<file path="config.mk">
export PLATFORM = sky130hd
export DESIGN_NAME = writeback_stage
export DESIGN_NICKNAME = d
export VERILOG_FILES = /design/src/rtl/cpu_pkg.sv /design/src/rtl/load_align.sv /design/src/rtl/writeback_stage.sv
export SDC_FILE = /design/constraint.sdc
export NUM_CORES = 1
export LEC_CHECK = 0
export CORE_MARGIN = 5
export CORE_UTILIZATION = 51
export CTS_BUF_LIST = sky130_fd_sc_hd__clkbuf_16
export DETAILED_ROUTE_END_ITERATION = 7
export PLACE_DENSITY = 0.86
export RECOVER_POWER = 50
export SLEW_MARGIN = 40
export SYNTH_ARGS = -nofsm -noshare
export SYNTH_HDL_FRONTEND = slang
export SYNTH_SLANG_ARGS = --single-unit
</file>
<file path="constraint.sdc">
create_clock -name clk -period 5.7 [get_ports clk]
set_clock_uncertainty 0.2 [all_clocks]
set_input_delay 0.57 -clock clk [delete_from_list [all_inputs] [get_ports clk]]
set_output_delay 0.57 -clock clk [all_outputs]
set_load 0.01 [all_outputs]
</file>
<file path="src/rtl/cpu_pkg.sv">
`default_nettype none
// ============================================================================
// Module      : cpu_pkg
// Description : Shared pipeline types: load-op encoding and reset PC.
// Revision    : 1.0
// ============================================================================
package cpu_pkg;

    typedef enum logic [2:0] {
        LD_NONE = 3'd0,
        LD_LB   = 3'd1,
        LD_LBU  = 3'd2,
        LD_LH   = 3'd3,
        LD_LHU  = 3'd4,
        LD_LW   = 3'd5,
        LD_LWL  = 3'd6,
        LD_LWR  = 3'd7
    } ld_op_t;

    localparam logic [31:0] PC_RESET_DEFAULT = 32'hBFC0_0000;

endpackage
`default_nettype wire

</file>
<file path="src/rtl/load_align.sv">
`default_nettype none
// ============================================================================
// Module      : load_align
// Description : Little-endian load extraction incl. LWL/LWR merge (pure comb).
// Revision    : 1.0
// ============================================================================
module load_align
    import cpu_pkg::*;
(
    input  logic [2:0]  ld_op,
    input  logic [1:0]  addr,
    input  logic [31:0] rdata,
    input  logic [31:0] rt,
    input  logic [31:0] alu,
    output logic [31:0] wdata
);

    logic [7:0]  w_byte;
    logic [15:0] w_half;

    always_comb begin
        w_byte = rdata[{addr, 3'b000} +: 8];
        w_half = addr[1] ? rdata[31:16] : rdata[15:0];
    end

    always_comb begin
        wdata = alu;
        case (ld_op_t'(ld_op))
            LD_NONE: wdata = alu;
            LD_LB:   wdata = {{24{w_byte[7]}}, w_byte};
            LD_LBU:  wdata = {24'h0, w_byte};
            LD_LH:   wdata = {{16{w_half[15]}}, w_half};
            LD_LHU:  wdata = {16'h0, w_half};
            LD_LW:   wdata = rdata;
            LD_LWL: begin
                // Memory bytes fill from the MSB end; unloaded low bytes keep rt
                case (addr)
                    2'd0:    wdata = {rdata[7:0],  rt[23:0]};
                    2'd1:    wdata = {rdata[15:0], rt[15:0]};
                    2'd2:    wdata = {rdata[23:0], rt[7:0]};
                    default: wdata = rdata;
                endcase
            end
            LD_LWR: begin
                case (addr)
                    2'd0:    wdata = rdata;
                    2'd1:    wdata = {rt[31:24], rdata[31:8]};
                    2'd2:    wdata = {rt[31:16], rdata[31:16]};
                    default: wdata = {rt[31:8],  rdata[31:24]};
                endcase
            end
            default: wdata = alu;
        endcase
    end

endmodule
`default_nettype wire

</file>
<file path="src/rtl/writeback_stage.sv">
`default_nettype none
// ============================================================================
// Module      : writeback_stage
// Description : WB stage: load extraction, register-file write, WB bypass,
//               retired-instruction counter.
// Revision    : 1.0
// ============================================================================
module writeback_stage
    import cpu_pkg::*;
#(
    parameter logic [31:0] PC_RESET = PC_RESET_DEFAULT
)
(
    input  logic        clk,
    input  logic        resetn,
    input  logic        ms_to_ws_valid,
    output logic        ws_allowin,
    input  logic [31:0] ms_pc,
    input  logic [31:0] ms_alu_result,
    input  logic [31:0] ms_rt_value,
    input  logic [4:0]  ms_dest,
    input  logic        ms_rf_we,
    input  logic [2:0]  ms_ld_op,
    input  logic [31:0] data_sram_rdata,
    input  logic        ws_stall,
    input  logic        ws_flush,
    output logic        rf_we,
    output logic [4:0]  rf_waddr,
    output logic [31:0] rf_wdata,
    output logic        forward_wb_wen,
    output logic [4:0]  forward_wb_regsrc,
    output logic [31:0] forward_wb_wdata,
    output logic [31:0] debug_wb_pc,
    output logic [31:0] retired_cnt
);

    logic        r_ws_valid;
    logic        r_ws_first;
    logic [31:0] r_ws_pc;
    logic [31:0] r_ws_addr;
    logic [31:0] r_ws_rt;
    logic [4:0]  r_ws_dest;
    logic        r_ws_rf_we;
    logic [2:0]  r_ws_ld_op;
    logic [31:0] r_ws_rdata_hold;
    logic [31:0] r_retired_cnt;

    logic        w_ready_go;
    logic        w_allowin;
    logic        w_commit;
    logic        w_writes_reg;
    logic [31:0] w_rdata;
    logic [31:0] w_wdata;

    always_comb begin
        w_ready_go   = ~ws_stall;
        w_allowin    = ~r_ws_valid | (w_ready_go & ~ws_flush) | ws_flush;
        w_commit     = r_ws_valid & w_ready_go & ~ws_flush;
        w_writes_reg = r_ws_rf_we & (r_ws_dest != 5'd0);
        // SRAM data is only valid in the first WB cycle; afterwards use the copy
        w_rdata      = r_ws_first ? data_sram_rdata : r_ws_rdata_hold;
    end

    load_align u_load_align (
        .ld_op (r_ws_ld_op),
        .addr  (r_ws_addr[1:0]),
        .rdata (w_rdata),
        .rt    (r_ws_rt),
        .alu   (r_ws_addr),
        .wdata (w_wdata)
    );

    always_ff @(posedge clk or negedge resetn) begin
        if (!resetn) begin
            r_ws_valid      <= 1'b0;
            r_ws_first      <= 1'b0;
            r_ws_pc         <= PC_RESET;
            r_ws_addr       <= 32'h0;
            r_ws_rt         <= 32'h0;
            r_ws_dest       <= 5'd0;
            r_ws_rf_we      <= 1'b0;
            r_ws_ld_op      <= 3'd0;
            r_ws_rdata_hold <= 32'h0;
            r_retired_cnt   <= 32'h0;
        end else begin
            if (ms_to_ws_valid && w_allowin) begin
                r_ws_valid <= 1'b1;
                r_ws_first <= 1'b1;
                r_ws_pc    <= ms_pc;
                r_ws_addr  <= ms_alu_result;
                r_ws_rt    <= ms_rt_value;
                r_ws_dest  <= ms_dest;
                r_ws_rf_we <= ms_rf_we;
                r_ws_ld_op <= ms_ld_op;
            end else begin
                if (w_allowin) begin
                    r_ws_valid <= 1'b0;
                end
                r_ws_first <= 1'b0;
            end
            if (r_ws_first) begin
                r_ws_rdata_hold <= data_sram_rdata;
            end
            if (w_commit) begin
                r_retired_cnt <= r_retired_cnt + 32'd1;
            end
        end
    end

    always_comb begin
        ws_allowin        = w_allowin;
        rf_we             = w_commit & w_writes_reg;
        rf_waddr          = r_ws_dest;
        rf_wdata          = w_wdata;
        forward_wb_wen    = r_ws_valid & w_writes_reg & ~ws_flush;
        forward_wb_regsrc = r_ws_dest;
        forward_wb_wdata  = w_wdata;
        debug_wb_pc       = r_ws_pc;
        retired_cnt       = r_retired_cnt;
    end

endmodule
`default_nettype wire

</file>
==> flow_summary.rst <==
.. list-table::
   :header-rows: 1

   * - Metric
     - Value
   * - IO buf count
     - 282
   * - Slowest cell on the critical path
     - dfrtp_1
   * - Count of cell types in the netlist
     - 60
   * - Switching power
     - 1.31 mW
   * - Via count normalized by instance count
     - 5.90
   * - Critical path endpoint category
     - primary output
   * - Number of gates resized after cts
     - 0
   * - Average wire per standard cell
     - 22.2 µm
   * - Part of the Yosys area used for sequential elements
     - 46.4%
   * - Hold Crit Class
     - in -> async
   * - Worst slew pin tran
     - 2.54 ns
   * - Initial cell density of the core
     - 51.7%
   * - CP Launch Type
     - flop
   * - Final HPWL DP
     - 21.3 mm
   * - Share of total power in sequential cells
     - 37.7%
   * - Gate Count Post-Synth
     - 818
   * - Syn nets
     - 961
   * - Leftover overflow at the end of global routing
     - 0
   * - Global-route wire length before repair
     - 43.4 mm
   * - Worst path most repeated cell
     - mux2i_1
   * - Post-CTS setup buffer count
     - 0
   * - Clock share of power
     - 28.4%
   * - Routed vias
     - 7544
   * - Final total power
     - 3.99 mW
   * - Number of H-tree levels
     - 4
   * - Worst slew margin
     - -69.3%
   * - Placer Congestion
     - 0.932
   * - Remaining antenna violation count after routing
     - 0
   * - Fraction of layout instances using a drive strength above 1
     - 18.1%
   * - Max IR drop VDD
     - 0.000268 V
   * - Overall die area
     - 0.0209 mm²
   * - Number of global-route vias before repair
     - 7717
   * - Source of the worst register-to-register timing path
     - r_ws_valid$_DFFE_PN0P_
   * - Final #Nets
     - 1180
   * - Internal power consumption
     - 2.69 mW
   * - Run status
     - finished with violations
   * - Combined area of the multi-input logic cells
     - 0.00428 mm²
   * - Die Width
     - 145 µm
   * - Maximum number of pins on one net before global-route repair
     - 87
   * - Pins over their slew limit
     - 124
   * - Async SR Flop Fraction
     - 100%
   * - Post-synthesis sequential element count
     - 171
   * - Stage delay of the slowest cell on the critical path
     - 1.10 ns
   * - Lkg Pwr
     - 5.09 nW
   * - Top post-synthesis cells by area
     - dfrtp_1 (44%), mux2_2 (14%), mux2i_1 (4.2%), mux4_2 (3.9%), buf_4 (3.2%)
   * - Number of hold buffers added after cts
     - 0
   * - Most instantiated library cell after synthesis
     - dfrtp_1
   * - P per Cell Area
     - 321 mW/mm²
   * - Number of placement rows
     - 49
   * - Drt initial violations
     - 689
   * - Crit-path leading delay family
     - buffers and inverters
   * - Tot GR Track Use
     - 27.2%
   * - Final hold violation count
     - 5
   * - EDFF count, synth
     - 0
   * - Final worst path period need
     - 4.69 ns
   * - WP data arrival
     - 3.92 ns
   * - Part of the total power dissipated in combinational logic
     - 33.9%
   * - Most area-hungry cell type in the Yosys netlist
     - dfrtp_1
   * - Area added between synthesis and finish
     - 34.5%
   * - Tightest hold margin
     - -0.00849 ns
   * - TNS Setup
     - 0 ns
   * - Synthesis warning total
     - 0
   * - Later-pin clock latency in the skew report
     - 0.43 ns
   * - Clk slew on worst S/H paths
     - 0.07 ns
   * - Ant diodes
     - 0
   * - CP required
     - 4.93 ns
   * - Fillers
     - 1356
   * - Number of CTS-inserted buffers
     - 17
   * - Synth top area share
     - 43.8%
   * - Top FF cell, synth
     - dfrtp_1
   * - Critical Path Source
     - r_ws_first$_DFF_PN0_
   * - Final period utilization
     - 82.4%
   * - Clock tree root driver cell
     - clkbuf_16
   * - Ports
     - 283
   * - Number of buffers on the longest clock path
     - 2
   * - Category of the most critical setup path
     - reg -> out
   * - Unrepaired setup endpoints after global routing
     - no
   * - Post-route DRC
     - 0
   * - CP Buf/Inv Count
     - 3
   * - Achievable frequency
     - 213 MHz
   * - Ordered list of cells on the worst path
     - buf_4 > mux2i_1 > inv_1 > mux2i_1 > o21a_1 > o221ai_1 > o22a_1 > clkdlybuf4s50_1
   * - Placeable Area
     - 0.0179 mm²
   * - Sw Ratio
     - 32.7%
   * - Die Height
     - 145 µm
   * - Syn avg cell area
     - 11.3 µm²
   * - Initial DRT Pass Iterations
     - 6
   * - CTS tree
     - built
   * - Total routed wirelength
     - 28.4 mm
   * - Flop2flop setup slack
     - 1.28 ns
   * - Reported max-cap violation count
     - 3
   * - Combined area of all synthesized cells
     - 0.00925 mm²
   * - FF/Latch Area
     - 0.00430 mm²
   * - Final setup fails
     - 0
   * - Violations in the final reports
     - hold timing, capacitance limit, slew limit
   * - Clk sink count
     - 171
   * - Number of antenna violations at the first check in global routing
     - 2
   * - Most frequent cells after synthesis
     - dfrtp_1 (162), mux2_2 (118), nor2_1 (54)
   * - Maximum fanout along the worst path
     - 28
[sequential cells by signal, summed over array words and instances, names as in the netlist]
| register | cells |
|---|---|
| r_ws_rf_we | 1 |
| r_ws_rt | 32 |
| r_ws_addr | 32 |
| forward_wb_regsrc | 5 |
| r_ws_ld_op | 3 |
| r_ws_valid | 1 |
| r_ws_first | 1 |
| retired_cnt | 32 |
| debug_wb_pc | 32 |
| r_ws_rdata_hold | 32 |
[power by group through the flow]
stage / clock, mW / combinational [mW] / sequential (mW)
after global routing: 1.21 / 1.45 / 1.52
after global placement: 0 / 1.33 / 1.52
final: 1.13 / 1.35 / 1.51
after CTS: 1.15 / 1.36 / 1.50
after detailed placement: 0 / 1.35 / 1.52
after floorplan: 0 / 0.791 / 1.47
[cell families (layout without fill, tap and decap cells)]
logic type,count (synthesis),count (layout),synth area share [%]
AO/OA/AOI/OAI,149,149,11.5
XOR/XNOR,31,31,2.93
adder cells (fa/ha/maj),1,1,0.135
buffers and inverters,122,354,7.37
flip-flops,171,171,46.4
multiplexers,174,174,22.6
AND/OR/NAND/NOR,170,170,9.02
[worst reg2reg max path, stage by stage (launching register included)]
cell and delay, ns:
dfrtp_1 0.37, nor2b_1 0.15, nand2_1 0.12, and2_0 0.55
clkbuf_1 1.42, clkbuf_1 1.03, mux2_2 0.45
[layout make-up]
cell class,count,area share (%)
inverters,29,0.875
multi-input cells,525,34.4
clock buffers,17,3.42
repair buffers,293,23.3
clock inverters,15,1.23
well taps,229,2.30
flip-flops and latches,171,34.5
[path summary, 6_finish.rpt]
kind,endpoint,cells after the start
min,r_ws_addr[8]$_DFFE_PN0P_,1
max,rf_wdata[30],8
max in group asynchronous,r_ws_addr[0]$_DFFE_PN0P_,2
min in group clk,debug_wb_pc[16]$_DFFE_PN0P_,1
min reg2reg,debug_wb_pc[16]$_DFFE_PN0P_,1
max reg2reg,r_ws_rt[10]$_DFFE_PN0P_,6
[layer usage]
layer  global-route usage (%)  wire [µm]  up-vias
met5                        0         21        -
met2                     44.5      13800      457
met1                     35.2      10900     3677
li1                         -          -     3370
met4                     5.55        306        4
met3                     9.79       3450       36
[per-stage QoR]
stage               cell area (µm²)  utilization (%)  worst slack, ns  cells  hold WS [ns]
finish                        12400             69.5             1.01   1279      -0.00849
global placement              11900             66.3             1.77   1245         0.261
CTS                           12500             69.8             1.35   1279        0.0299
detailed placement            11900             66.6             1.83   1247         0.279
floorplan                      9250                -             2.84    818        0.0744
global route                  12400             69.5            0.707   1279        0.0396
[layout by cell type, fill, tap and decap left out, drive strengths merged, types with 16 or more instances in the layout]
cell type,netlist,routed
dfrtp,162,162
mux2,119,119
o21ai,20,20
clkdlybuf4s50,0,274
xnor2,24,24
nor2,54,54
nand2,48,48
inv,29,36
clkbuf,22,22
mux4,16,16
a21oi,32,32
mux2i,39,39
(Power assumes the default switching activity.)
